[src/rtl/fpnew_pkg.sv]
// Minimal FPU package: IEEE-754 exception status word as returned by the FPU.
package fpnew_pkg;

  typedef struct packed {
    logic NV; // invalid
    logic DZ; // divide by zero
    logic OF; // overflow
    logic UF; // underflow
    logic NX; // inexact
  } status_t;

endpackage

[src/rtl/fpu_rb_pkg.sv]
// Shared constants for the FPU result buffer.
package fpu_rb_pkg;

  localparam int unsigned FflagsWidth  = 5;
  localparam int unsigned DefaultDepth = 4;

  // Flatten a status word into the {NV,DZ,OF,UF,NX} flag vector.
  function automatic logic [FflagsWidth-1:0] status_bits(input fpnew_pkg::status_t s);
    return s;
  endfunction

endpackage

[src/rtl/fpu_rb_store.sv]
// Circular result store: registered read port, push/pop/count, flush empties it.
module fpu_rb_store
  import fpu_rb_pkg::*;
#(
  parameter int unsigned DEPTH  = DefaultDepth,
  parameter type         EntryT = logic,
  localparam int unsigned CntW  = $clog2(DEPTH + 1),
  localparam int unsigned PtrW  = $clog2(DEPTH)
) (
  input  logic            clk_i,
  input  logic            rst_ni,
  input  logic            flush_i,
  input  logic            push_i,
  input  EntryT           data_i,
  input  logic            pop_i,
  output EntryT           data_o,
  output logic            empty_o,
  output logic            full_o,
  output logic [CntW-1:0] count_o
);

  EntryT           mem [DEPTH];
  logic [PtrW-1:0] wptr;
  logic [PtrW-1:0] rptr;
  logic [CntW-1:0] count;
  logic            push_ok;
  logic            pop_ok;

  function automatic logic [PtrW-1:0] next_ptr(input logic [PtrW-1:0] p);
    return (p == PtrW'(DEPTH - 1)) ? '0 : p + PtrW'(1);
  endfunction

  // A push at full is only taken when a pop frees the head in the same cycle.
  assign pop_ok  = pop_i && (count != '0) && !flush_i;
  assign push_ok = push_i && !flush_i && ((count != CntW'(DEPTH)) || pop_ok);

  assign data_o  = mem[rptr];
  assign empty_o = (count == '0);
  assign full_o  = (count == CntW'(DEPTH));
  assign count_o = count;

  // Payload storage, not reset.
  always_ff @(posedge clk_i) begin
    if (push_ok) mem[wptr] <= data_i;
  end

  // Pointer and occupancy bookkeeping.
  always_ff @(posedge clk_i) begin
    if (!rst_ni || flush_i) begin
      wptr  <= '0;
      rptr  <= '0;
      count <= '0;
    end else begin
      if (push_ok) wptr <= next_ptr(wptr);
      if (pop_ok)  rptr <= next_ptr(rptr);
      count <= count + CntW'(push_ok) - CntW'(pop_ok);
    end
  end

endmodule

[src/rtl/fpu_result_buffer.sv]
// Credit-based result buffer between an FPU without backpressure and writeback.
module fpu_result_buffer
  import fpu_rb_pkg::*;
#(
  parameter int unsigned WIDTH   = 64,
  parameter int unsigned DEPTH   = DefaultDepth,
  parameter type         TagType = logic
) (
  input  logic                   clk_i,
  input  logic                   rst_ni,
  input  logic                   flush_i,
  input  logic                   issue_valid_i,
  output logic                   issue_ready_o,
  input  logic                   fpu_valid_i,
  input  logic [WIDTH-1:0]       fpu_result_i,
  input  fpnew_pkg::status_t     fpu_status_i,
  input  TagType                 fpu_tag_i,
  output logic                   wb_valid_o,
  input  logic                   wb_ready_i,
  output logic [WIDTH-1:0]       wb_result_o,
  output fpnew_pkg::status_t     wb_status_o,
  output TagType                 wb_tag_o,
  output logic [FflagsWidth-1:0] fflags_o,
  input  logic                   fflags_clr_i,
  output logic                   busy_o,
  output logic                   overflow_o
);

  localparam int unsigned CntW = $clog2(DEPTH + 1);

  typedef struct packed {
    logic [WIDTH-1:0]   result;
    fpnew_pkg::status_t status;
    TagType             tag;
  } entry_t;

  entry_t           push_data;
  entry_t           head;
  logic             empty;
  logic             full;
  logic [CntW-1:0]  count;
  logic [CntW-1:0]  inflight;
  logic [CntW:0]    occupancy;
  logic             issue_hs;
  logic             wb_hs;
  logic [FflagsWidth-1:0] fflags;
  logic             overflow;

  assign push_data = '{result: fpu_result_i, status: fpu_status_i, tag: fpu_tag_i};

  fpu_rb_store #(
    .DEPTH  (DEPTH),
    .EntryT (entry_t)
  ) u_store (
    .clk_i   (clk_i),
    .rst_ni  (rst_ni),
    .flush_i (flush_i),
    .push_i  (fpu_valid_i),
    .data_i  (push_data),
    .pop_i   (wb_hs),
    .data_o  (head),
    .empty_o (empty),
    .full_o  (full),
    .count_o (count)
  );

  // Credits cover both stored entries and ops still inside the FPU.
  assign occupancy     = {1'b0, count} + {1'b0, inflight};
  assign issue_ready_o = (occupancy < (CntW + 1)'(DEPTH)) && !flush_i;
  assign issue_hs      = issue_valid_i && issue_ready_o;

  assign wb_valid_o  = !empty;
  assign wb_hs       = wb_valid_o && wb_ready_i;
  assign wb_result_o = head.result;
  assign wb_status_o = head.status;
  assign wb_tag_o    = head.tag;

  assign fflags_o   = fflags;
  assign overflow_o = overflow;
  assign busy_o     = (inflight != '0) || !empty;

  // In-flight credit counter; never decrements below zero on a stray result.
  always_ff @(posedge clk_i) begin
    if (!rst_ni || flush_i) begin
      inflight <= '0;
    end else begin
      inflight <= inflight + CntW'(issue_hs) - CntW'(fpu_valid_i && (inflight != '0));
    end
  end

  // Accrued flags and sticky overflow; flush leaves both alone.
  always_ff @(posedge clk_i) begin
    if (!rst_ni) begin
      fflags   <= '0;
      overflow <= 1'b0;
    end else begin
      fflags <= (fflags_clr_i ? '0 : fflags) | (wb_hs ? status_bits(wb_status_o) : '0);
      if (fpu_valid_i && !flush_i && full && !wb_hs) overflow <= 1'b1;
    end
  end

endmodule

[config.mk]
export PLATFORM = sky130hd
export DESIGN_NAME = fpu_result_buffer
export DESIGN_NICKNAME = d
export VERILOG_FILES = /design/src/rtl/fpnew_pkg.sv /design/src/rtl/fpu_rb_pkg.sv /design/src/rtl/fpu_rb_store.sv /design/src/rtl/fpu_result_buffer.sv
export SDC_FILE = /design/constraint.sdc
export NUM_CORES = 1
export LEC_CHECK = 0
export CORE_ASPECT_RATIO = 1.2
export CORE_MARGIN = 2
export CORE_UTILIZATION = 54
export DETAILED_ROUTE_END_ITERATION = 8
export GPL_TIMING_DRIVEN = 0
export PLACE_DENSITY_LB_ADDON = 0.05
export SLEW_MARGIN = 20
export SYNTH_ARGS = -nofsm -noshare
export SYNTH_HDL_FRONTEND = slang
export SYNTH_SLANG_ARGS = --single-unit
[constraint.sdc]
create_clock -name clk_i -period 3.7 [get_ports clk_i]
set_input_delay 0.74 -clock clk_i [delete_from_list [all_inputs] [get_ports clk_i]]
set_output_delay 0.74 -clock clk_i [all_outputs]
set_load 0.02 [all_outputs]
==> impl_metrics.toml <==
[finish]
final_cell_mix = "280 x edfxtp_1, 155 x clkdlybuf4s50_1, 67 x mux4_2"
mostFrequentLayoutCell = "edfxtp_1"
drive_gt1_share_pct = 20.5
fill_cells = 1253
area_delta_synth_final_pct = 25.9
final_nets = 734
insertedDiodeCount = 0
final_util_pct = 69.0

[critical_path]
timing.rr.end = "inflight[2]$_SDFF_PP0_"
ff2ff_path_depth = 11
cp.depth = 4
crit_top_cell = "clkdlybuf4s50_1"
slowest_delay_ps = 640
r2r-start = "u_store.count_o[2]$_SDFF_PP0_"
slowest_stage = "clkdlybuf4s50_1"
path_cells = "clkdlybuf4s50_1 > or4_1 > a31oi_1 > clkdlybuf4s50_1"
worstSetupStartpointType = "input pin"
critical_path.top_delay_family = "buffers and inverters"
arrival_ps = 2610
path_buf_inv = 2
critPathMaxFanout = 6
critPathKind = "input pin to output pin"
reg2reg_slack_ps = 1030
critPathCaptureType = "output pin"
required_ps = 2960

[synth]
synth.net_count = 545
yosysWarnings = 0
syn_area_per_cell_um2 = 24.3
synth_area_leaders = "edfxtp_1 76%, mux4_2 14%, dfxtp_1 3.3%"
yosysTopAreaCell = "edfxtp_1"
yosysUniqueCellTypes = 30
seq_area_frac_synth_pct = 79.2
synth_area_um2 = 11100
synth_top_area_share_pct = 76.0
syn_inst = 455
ys_ff_latch = 298

[timing]
slew_headroom_pct = 56.1
min_period_ps = 3350
tns_ps = 0
fmax_mhz = 298
finalWorstSetupSlack_ps = 350
fin_hold_ws_ps = 509
fin_crit_sh_pct = 90.5
timing_hold_violations_final = 0
setup_viol = 0
finalMaxSlewViolations = 0
skew_ps = 11.2
worst_slew_pin_slew_ps = 658
rsz0062_at_grt = "false"

[global_route]
grt_pass1_wl_mm = 30.9
grt_overflow_total = 0
grt_usage_pct = 18.7
grt_pass1_vias = 5741
antenna_found_initial = 1
grt_start_max_net_pins = 41

[clocking]
clk_pin_slew_worst_paths_ps = 60
hold_buffers = 0
cts_tree = "done"
clock-sinks = 298
cts_buffers = 28
worstSkewPairLatency_ps = 530
htreeDepth = 1
cts_root_buffer = "clkbuf_16"
cts.repair.resized = 0
clock_path_buffers = 3
post-cts-setup-buffer-count = 0

[drt]
finalWirelength_mm = 19.6
ant_nets = 0
viasPerCell = 5.50
drc = 0
via_count = 5115
drtIter0Drc = 266
drt-pass1-iter-count = 4
wire_per_inst_um = 21.0

[run]
drv_cap = 0

[min_path]
hold-path-cell-count = 2
min_to = "u_store.rptr[0]$_SDFFE_PP0P_"
hp-start = "u_store.rptr[0]$_SDFFE_PP0P_"
hp-class = "flop to flop"

[power]
peakVddDrop_uv = 409
powerDensity_nw_per_um2 = 492
power_mw = 6.85
p_leak_nw = 4.48

[die]
die_h_um = 161
start_util_pct = 54.8
core-area_um2 = 20200
fp.dieW_um = 135
io_pins = 156
std_cell_rows = 57
dieArea_um2 = 21700

[place]
gp_congestion = 0.731
hpwl_mm = 12.0
post-place-ws_ps = 341
port_buffers = 155

[outcome]
status = "finished, final reports clean"
## cell families (layout without fill, tap and decap cells)
kind of cell	Yosys count	in the layout	synth area share [%]
DFF	298	298	79.2
muxes	71	71	14.4
and+or+nand+nor	30	30	1.55
buffers and inverters	26	236	1.95
adders and majority gates	13	13	1.61
AOI/OAI and AO/OA	13	13	0.893
xor gates and xnor gates	4	4	0.317
## how the worst max path moves through the flow
| stage | from | endpoint | slack [ps] |
|---|---|---|---|
| after floorplan | flush_i | u_store.mem[0][0]$_DFFE_PP_ | 510 |
| after global placement | flush_i | u_store.mem[1][37]$_DFFE_PP_ | -1430 |
| after detailed placement | flush_i | issue_ready_o | 340 |
| after CTS | flop | wb_result_o[57] | 300 |
| after global routing | flop | wb_result_o[57] | 230 |
| final | flush_i | issue_ready_o | 350 |
## tightest hold or removal path, stage by stage, from the launching register on
cell and delay (ps):
dfxtp_1 320, nand2_1 60, a21oi_1 70
## registers in the layout (all words and copies together), names as in the netlist, named ones only
register         flops
u_store.count_o      3
inflight             3
u_store.wptr         2
u_store.mem        280
overflow_o           1
fflags_o             5
u_store.rptr         2
## synthesized netlist by cell type (all sizes together)
library cell,instances
nor2,9
inv,10
o21ai,2
dfxtp,18
ha,11
nand3b,1
nand2b,3
o31ai,1
or4,2
a32o,5
a21oi,4
mux2i,1
or3,2
and2,7
nor4b,1
nor2b,2
xor2,1
xnor2,3
edfxtp,280
buf,15
mux4,70
a31oi,1
nand2,2
fa,2
clkbuf,1
nor3,1
## layout make-up
class | count | area [um^2] | area share [%]
clock buffer | 30 | 729 | 5.24
multi-input combinational | 131 | 2090 | 15.0
timing repair buffer | 159 | 1650 | 11.8
clock inverter | 21 | 143 | 1.02
tap | 265 | 332 | 2.38
buffer | 16 | 178 | 1.28
inverter | 10 | 37.5 | 0.270
sequential | 298 | 8770 | 63.0
## power breakdown
group / switching (mW) / internal [mW] / total (mW) / leakage, nW
sequential: 0.0155 / 3.74 / 3.76 / 2.69
combinational: 0.194 / 0.224 / 0.419 / 1.36
clock: 1.18 / 1.50 / 2.68 / 0.431
total: 1.39 / 5.46 / 6.85 / 4.48
## per-stage QoR
| stage | area, um^2 | std cells |
|---|---|---|
| CTS | 13900 | 930 |
| floorplan | 11100 | 455 |
| detailed placement | 13100 | 879 |
| global placement | 12900 | 875 |
| finish | 13900 | 930 |
| global route | 13900 | 930 |
## metal layers
| metal | vias to the layer above | routed length [um] | track usage (%) |
|---|---|---|---|
| li1 | 2303 | - | - |
| met1 | 2636 | 7830 | 23.9 |
| met2 | 143 | 10100 | 32.3 |
| met3 | 33 | 1160 | 4.29 |
| met4 | 0 | 445 | 5.31 |
| met5 | - | 0 | 0 |
(Power assumes the default switching activity.)
